### src/rtl/alu_pkg.sv
`default_nettype none
// ============================================================================
// alu_pkg : opcodes, ALU control encodings, FSM states and opcode decoder
// Revision: 1.0
// ============================================================================
package alu_pkg;

  localparam logic [3:0] OP_ZERO = 4'd0;
  localparam logic [3:0] OP_ONE  = 4'd1;
  localparam logic [3:0] OP_NEG1 = 4'd2;
  localparam logic [3:0] OP_X    = 4'd3;
  localparam logic [3:0] OP_Y    = 4'd4;
  localparam logic [3:0] OP_NOTX = 4'd5;
  localparam logic [3:0] OP_NOTY = 4'd6;
  localparam logic [3:0] OP_NEGX = 4'd7;
  localparam logic [3:0] OP_NEGY = 4'd8;
  localparam logic [3:0] OP_XINC = 4'd9;
  localparam logic [3:0] OP_YINC = 4'd10;
  localparam logic [3:0] OP_XDEC = 4'd11;
  localparam logic [3:0] OP_YDEC = 4'd12;
  localparam logic [3:0] OP_ADD  = 4'd13;
  localparam logic [3:0] OP_SUB  = 4'd14;
  localparam logic [3:0] OP_AND  = 4'd15;

  // Bit order, MSB first: zx nx zy ny f no
  localparam logic [5:0] CTL_ZERO = 6'b101010;
  localparam logic [5:0] CTL_ONE  = 6'b111111;
  localparam logic [5:0] CTL_NEG1 = 6'b111010;
  localparam logic [5:0] CTL_X    = 6'b001100;
  localparam logic [5:0] CTL_Y    = 6'b110000;
  localparam logic [5:0] CTL_NOTX = 6'b001101;
  localparam logic [5:0] CTL_NOTY = 6'b110001;
  localparam logic [5:0] CTL_NEGX = 6'b001111;
  localparam logic [5:0] CTL_NEGY = 6'b110011;
  localparam logic [5:0] CTL_XINC = 6'b011111;
  localparam logic [5:0] CTL_YINC = 6'b110111;
  localparam logic [5:0] CTL_XDEC = 6'b001110;
  localparam logic [5:0] CTL_YDEC = 6'b110010;
  localparam logic [5:0] CTL_ADD  = 6'b000010;
  localparam logic [5:0] CTL_SUB  = 6'b010011;
  localparam logic [5:0] CTL_AND  = 6'b000000;

  typedef enum logic [1:0] {
    ST_IDLE = 2'd0,
    ST_EXEC = 2'd1,
    ST_RESP = 2'd2
  } state_e;

  typedef struct packed {
    logic zx;
    logic nx;
    logic zy;
    logic ny;
    logic f;
    logic no;
  } alu_ctl_t;

  function automatic alu_ctl_t decode_op(input logic [3:0] op);
    logic [5:0] ctl;
    unique case (op)
      OP_ZERO: ctl = CTL_ZERO;
      OP_ONE:  ctl = CTL_ONE;
      OP_NEG1: ctl = CTL_NEG1;
      OP_X:    ctl = CTL_X;
      OP_Y:    ctl = CTL_Y;
      OP_NOTX: ctl = CTL_NOTX;
      OP_NOTY: ctl = CTL_NOTY;
      OP_NEGX: ctl = CTL_NEGX;
      OP_NEGY: ctl = CTL_NEGY;
      OP_XINC: ctl = CTL_XINC;
      OP_YINC: ctl = CTL_YINC;
      OP_XDEC: ctl = CTL_XDEC;
      OP_YDEC: ctl = CTL_YDEC;
      OP_ADD:  ctl = CTL_ADD;
      OP_SUB:  ctl = CTL_SUB;
      default: ctl = CTL_AND;
    endcase
    return alu_ctl_t'(ctl);
  endfunction

endpackage
`default_nettype wire

### src/rtl/alu_core.sv
`default_nettype none
// ============================================================================
// alu_core : combinational Hack-style ALU, parameterised width
// Revision: 1.0
// ============================================================================
module alu_core #(
  parameter int WIDTH = 4
) (
  input  logic             zx,
  input  logic             nx,
  input  logic             zy,
  input  logic             ny,
  input  logic             f,
  input  logic             no,
  input  logic [WIDTH-1:0] x,
  input  logic [WIDTH-1:0] y,
  output logic [WIDTH-1:0] out
);

  logic [WIDTH-1:0] w_x0, w_x1, w_y0, w_y1, w_fn;

  assign w_x0 = zx ? '0 : x;
  assign w_x1 = nx ? ~w_x0 : w_x0;
  assign w_y0 = zy ? '0 : y;
  assign w_y1 = ny ? ~w_y0 : w_y0;
  // Sum wraps modulo 2^WIDTH; carry-out is intentionally dropped.
  assign w_fn = f ? (w_x1 + w_y1) : (w_x1 & w_y1);
  assign out  = no ? ~w_fn : w_fn;

endmodule
`default_nettype wire

### src/rtl/alu_sched.sv
`default_nettype none
// ============================================================================
// alu_sched : round-robin scheduler sharing one ALU between two requesters
// Revision: 1.0
// ============================================================================
module alu_sched #(
  parameter int WIDTH = 4
) (
  input  logic               clk,
  input  logic               rst,
  input  logic [1:0]         req_valid,
  output logic [1:0]         req_ready,
  input  logic [7:0]         req_op,
  input  logic [2*WIDTH-1:0] req_x,
  input  logic [2*WIDTH-1:0] req_y,
  output logic               rsp_valid,
  input  logic               rsp_ready,
  output logic               rsp_id,
  output logic [WIDTH-1:0]   rsp_data,
  output logic               rsp_zr,
  output logic               rsp_ng
);

  import alu_pkg::*;

  state_e           state_q, state_d;
  logic             ptr_q, ptr_d;
  logic             id_q;
  logic [3:0]       op_q;
  logic [WIDTH-1:0] x_q, y_q;
  logic             rsp_id_q;
  logic [WIDTH-1:0] data_q;
  logic             zr_q, ng_q;

  logic             w_any;
  logic             w_gid;
  logic             w_hs;
  alu_ctl_t         w_ctl;
  logic [WIDTH-1:0] w_alu_out;

  assign w_any = |req_valid;
  // Pointer only breaks ties; a lone requester always wins.
  assign w_gid = (&req_valid) ? ptr_q : req_valid[1];

  always_comb begin
    req_ready = 2'b00;
    if (!rst && (state_q == ST_IDLE) && w_any) begin
      req_ready = w_gid ? 2'b10 : 2'b01;
    end
  end

  assign w_hs = |req_ready;

  always_comb begin
    state_d = state_q;
    ptr_d   = ptr_q;
    unique case (state_q)
      ST_IDLE: begin
        if (w_hs) begin
          state_d = ST_EXEC;
          ptr_d   = ~w_gid;
        end
      end
      ST_EXEC: state_d = ST_RESP;
      ST_RESP: begin
        if (rsp_ready) begin
          state_d = ST_IDLE;
        end
      end
      default: state_d = ST_IDLE;
    endcase
  end

  assign w_ctl = decode_op(op_q);

  alu_core #(
    .WIDTH (WIDTH)
  ) u_alu_core (
    .zx  (w_ctl.zx),
    .nx  (w_ctl.nx),
    .zy  (w_ctl.zy),
    .ny  (w_ctl.ny),
    .f   (w_ctl.f),
    .no  (w_ctl.no),
    .x   (x_q),
    .y   (y_q),
    .out (w_alu_out)
  );

  always_ff @(posedge clk) begin
    if (rst) begin
      state_q  <= ST_IDLE;
      ptr_q    <= 1'b0;
      id_q     <= 1'b0;
      op_q     <= OP_ZERO;
      x_q      <= '0;
      y_q      <= '0;
      rsp_id_q <= 1'b0;
      data_q   <= '0;
      zr_q     <= 1'b0;
      ng_q     <= 1'b0;
    end else begin
      state_q <= state_d;
      ptr_q   <= ptr_d;
      if (w_hs) begin
        id_q <= w_gid;
        op_q <= w_gid ? req_op[7:4] : req_op[3:0];
        x_q  <= w_gid ? req_x[WIDTH +: WIDTH] : req_x[0 +: WIDTH];
        y_q  <= w_gid ? req_y[WIDTH +: WIDTH] : req_y[0 +: WIDTH];
      end
      // Response fields are only written in EXEC, so they stay frozen in RESP.
      if (state_q == ST_EXEC) begin
        rsp_id_q <= id_q;
        data_q   <= w_alu_out;
        zr_q     <= (w_alu_out == '0);
        ng_q     <= w_alu_out[WIDTH-1];
      end
    end
  end

  assign rsp_valid = (state_q == ST_RESP);
  assign rsp_id    = rsp_id_q;
  assign rsp_data  = data_q;
  assign rsp_zr    = zr_q;
  assign rsp_ng    = ng_q;

endmodule
`default_nettype wire

### config.mk
export PLATFORM = sky130hd
export DESIGN_NAME = alu_sched
export DESIGN_NICKNAME = d
export VERILOG_FILES = /design/src/rtl/alu_pkg.sv /design/src/rtl/alu_core.sv /design/src/rtl/alu_sched.sv
export SDC_FILE = /design/constraint.sdc
export NUM_CORES = 1
export LEC_CHECK = 0
export BUFFER_PORTS_ARGS = -buffer_cell sky130_fd_sc_hd__buf_2
export CAP_MARGIN = 20
export CELL_PAD_IN_SITES_DETAIL_PLACEMENT = 2
export CELL_PAD_IN_SITES_GLOBAL_PLACEMENT = 2
export CORE_ASPECT_RATIO = 2
export CORE_UTILIZATION = 28
export CTS_BUF_LIST = sky130_fd_sc_hd__clkbuf_2
export CTS_CLUSTER_DIAMETER = 60
export DETAILED_ROUTE_END_ITERATION = 7
export HOLD_SLACK_MARGIN = 0.03
export PLACE_DENSITY_LB_ADDON = 0.15
export SYNTH_ARGS = -nofsm -noshare
export SYNTH_HDL_FRONTEND = slang
export SYNTH_SLANG_ARGS = --single-unit
### constraint.sdc
create_clock -name clk -period 3 [get_ports clk]
set_input_delay 0.3 -clock clk [delete_from_list [all_inputs] [get_ports clk]]
set_output_delay 0.3 -clock clk [all_outputs]
set_load 0.05 [all_outputs]
==> flow_summary_export.csv <==
group,metric,value,unit
critical_path,slowest_delay,430,ps
critical_path,critPathRequiredTime,2700,ps
power,leakagePower,0.792,nW
timing,tightest_slew,816,ps
critical_path,path_cells,"nand2b_1 -> nand2_1 -> nor2_1 -> buf_2",
grt,grt.overflow.total,0,
clocking,numCtsBuffers,3,
final_layout,stdcell_count,285,
critical_path,crit_slowest_cell,"nand2b_1",
grt,antenna_found_initial,0,
critical_path,arrival,2170,ps
drt,antenna_left,0,
critical_path,crit_start,"ptr_q$_SDFFE_PP0P_",
place,portBuffers,38,
die,initial_utilization,29.0,%
drt,vias,1517,
timing,tns,0,ps
critical_path,startpoint_type,"flop",
timing,relSlewSlack,45.6,%
hold_path,hp-start,"rsp_ready",
run_status,status,"completed",
final_layout,final_cell_mix,"buf_2 (38), dfxtp_1 (28), nand2_1 (19)",
yosys,netlist_area,1640,um^2
clocking,cts_tree,"built",
clocking,ctsResizeCount,0,
place,dp.final_hpwl,3.95,mm
place,numPlacedInstances,281,
yosys,syn_avg_cell_area,8.50,um^2
final_layout,num-nets-final,260,
clocking,h-tree-depth,1,
clocking,cts_setup_buffers,0,
yosys,yosys_warnings,0,
critical_path,cp_max_fo,14,
power,power_density,611,nW/um^2
yosys,synth_top_flop_cell,"dfxtp_1",
drt,dr.pass1.iters,4,
yosys,synth_edf_count,0,
timing,fmax,0.404,GHz
final_layout,mostFrequentLayoutCell,"buf_2",
timing,fin_crit,2470,ps
timing,fin_crit_sh,82.4,%
timing,slew_viol_final,0,
yosys,syn_inst,193,
timing,hold_viol_final,0,
final_layout,drive_gt1_share,24.1,%
hold_path,hold_class,"in -> reg",
yosys,async_reset_ff_share,0,%
grt,grt_max_degree,28,
clocking,insertion_delay,390,ps
clocking,root_buffer,"clkbuf_2",
die,die_w,56.1,um
critical_path,timing.rr.end,"w_ctl[4]$_DFF_P_",
power,max-vdd-ir-drop,218,uV
critical_path,rr_startpoint,"ptr_q$_SDFFE_PP0P_",
clocking,hold_buffers,0,
flow_run,max-cap-violations,0,
critical_path,rrSetupSlack,690,ps
hold_path,min_path_cells,3,
grt,grt_usage,15.7,%
critical_path,reg2regPathDepth,5,
drt,wl_per_cell,16.2,um
die,fp.dieH,110,um
yosys,synth_cell_types,41,
hold_path,min_to,"state_q[1]$_SDFFE_PP0P_",
die,io_pins,39,
die,rows,39,
die,die-area,6190,um^2
yosys,ys_ff_latch,28,
critical_path,path_class,"reg -> out",
drt,drtIter0Drc,21,
clocking,clkSinkCount,28,
place,gp_congestion,0.726,
grt,grt_pass1_vias,1623,
yosys,syn-num-nets,228,
timing,grt_setup_unrepaired,"false",
final_layout,syn_to_final_growth,15.6,%
timing,fin_skew,23.4,ps
drt,drc,0,
drt,drt-total-wl,4.62,mm
yosys,yosysSeqAreaShare,34.2,%
clocking,cts.clk_slew.worst_paths,290,ps
final_layout,final_util,33.5,%
critical_path,critPathCaptureType,"primary output",
grt,grt_pass1_wl,7.59,mm
timing,final-setup-viol-count,0,
drt,vias_per_cell,5.32,
clocking,cts_buffer_depth,2,
die,core,5660,um^2
final_layout,n_antenna_cell,0,
==> per-layer routing <==
metal	part of all wire, %	wire (um)	up-vias	global-route usage (%)
met2	62	2860	29	33.4
met4	1.6	73	0	5.23
li1	-	-	744	-
met5	0	0	-	0
met1	34	1550	737	15.2
met3	2.8	131	7	1.28
==> where the power goes <==
part	internal, mW	switching [mW]	leakage, nW	total, mW
registers	0.418	0.0424	0.231	0.461
clock network	0.115	0.120	0.0266	0.234
logic	0.190	0.274	0.535	0.464
total	0.723	0.437	0.792	1.16
==> cells by family (layout without fill, tap and decap cells) <==
logic type | count (synthesis) | count (layout) | synth area share, %
buf+inv | 16 | 47 | 4.96
flops | 28 | 28 | 34.2
simple gates | 81 | 81 | 25.3
compound gates | 43 | 43 | 19.8
xor+xnor | 12 | 12 | 6.41
fa+ha+maj | 6 | 6 | 5.03
mux | 7 | 7 | 4.27
==> critical path, delay by kind of cell, from the launching register on <==
| kind | cells | cell delay, ps |
|---|---|---|
| and+or+nand+nor | 3 | 1050 |
| buffers and inverters | 1 | 310 |
| DFF | 1 | 420 |
==> final cells by class <==
class,instances,area [um^2]
repair buffers,40,205
clock buffers,3,15.0
well taps,61,76.3
fillers,679,3760
clock inverters,1,30.0
inverters,3,11.3
flip-flops and latches,28,561
multi-input cells,149,998
==> worst max path at each step <==
stage | cells past startpoint | to | slack, ps
6_report | 4 | req_ready[1] | 530
5_1_grt | 4 | req_ready[1] | 280
4_1_cts | 4 | req_ready[1] | 430
3_5_place_dp | 10 | w_ctl[5]$_DFF_P_ | 600
3_3_place_gp | 10 | w_ctl[5]$_DFF_P_ | 720
2_1_floorplan | 4 | req_ready[1] | 960
==> synth_stat cells, types with 2 or more instances <==
cell type | n | area, um^2
a211oi_1 | 2 | 15.0
a21oi_1 | 14 | 70.1
a311oi_1 | 8 | 70.1
a31oi_1 | 3 | 18.8
buf_2 | 2 | 10.0
buf_6 | 2 | 22.5
clkbuf_1 | 8 | 30.0
dfxtp_1 | 28 | 561
ha_1 | 5 | 62.6
inv_1 | 2 | 7.51
mux2i_1 | 7 | 70.1
nand2_1 | 19 | 71.3
nand2b_1 | 12 | 75.1
nand3_1 | 14 | 70.1
nand3b_1 | 3 | 22.5
nor2_1 | 16 | 60.1
nor2b_1 | 6 | 37.5
nor3_1 | 3 | 15.0
o21ai_0 | 4 | 20.0
o21ai_1 | 2 | 10.0
or3_1 | 2 | 12.5
xnor2_1 | 12 | 105
==> flip-flops by register name, summed over array words and instances, names as in the netlist <==
signal / cells
w_ctl: 6
x_q: 4
ptr_q: 1
rsp_zr: 1
rsp_data: 4
y_q: 4
id_q: 1
state_q: 2
op_q: 4
rsp_id: 1
==> through the flow <==
step / power (mW) / hold WS [ps] / setup WS [ps] / instance area [um^2]
4_1_cts: 1.18 / 117 / 428 / 1900
3_3_place_gp: 0.914 / 443 / 724 / 1850
2_1_floorplan: 0.825 / 432 / 960 / 1640
5_1_grt: 1.24 / 113 / 276 / 1900
6_report: 1.16 / 141 / 527 / 1900
3_5_place_dp: 0.943 / 457 / 597 / 1850
Power figures use the tool's default switching activity.
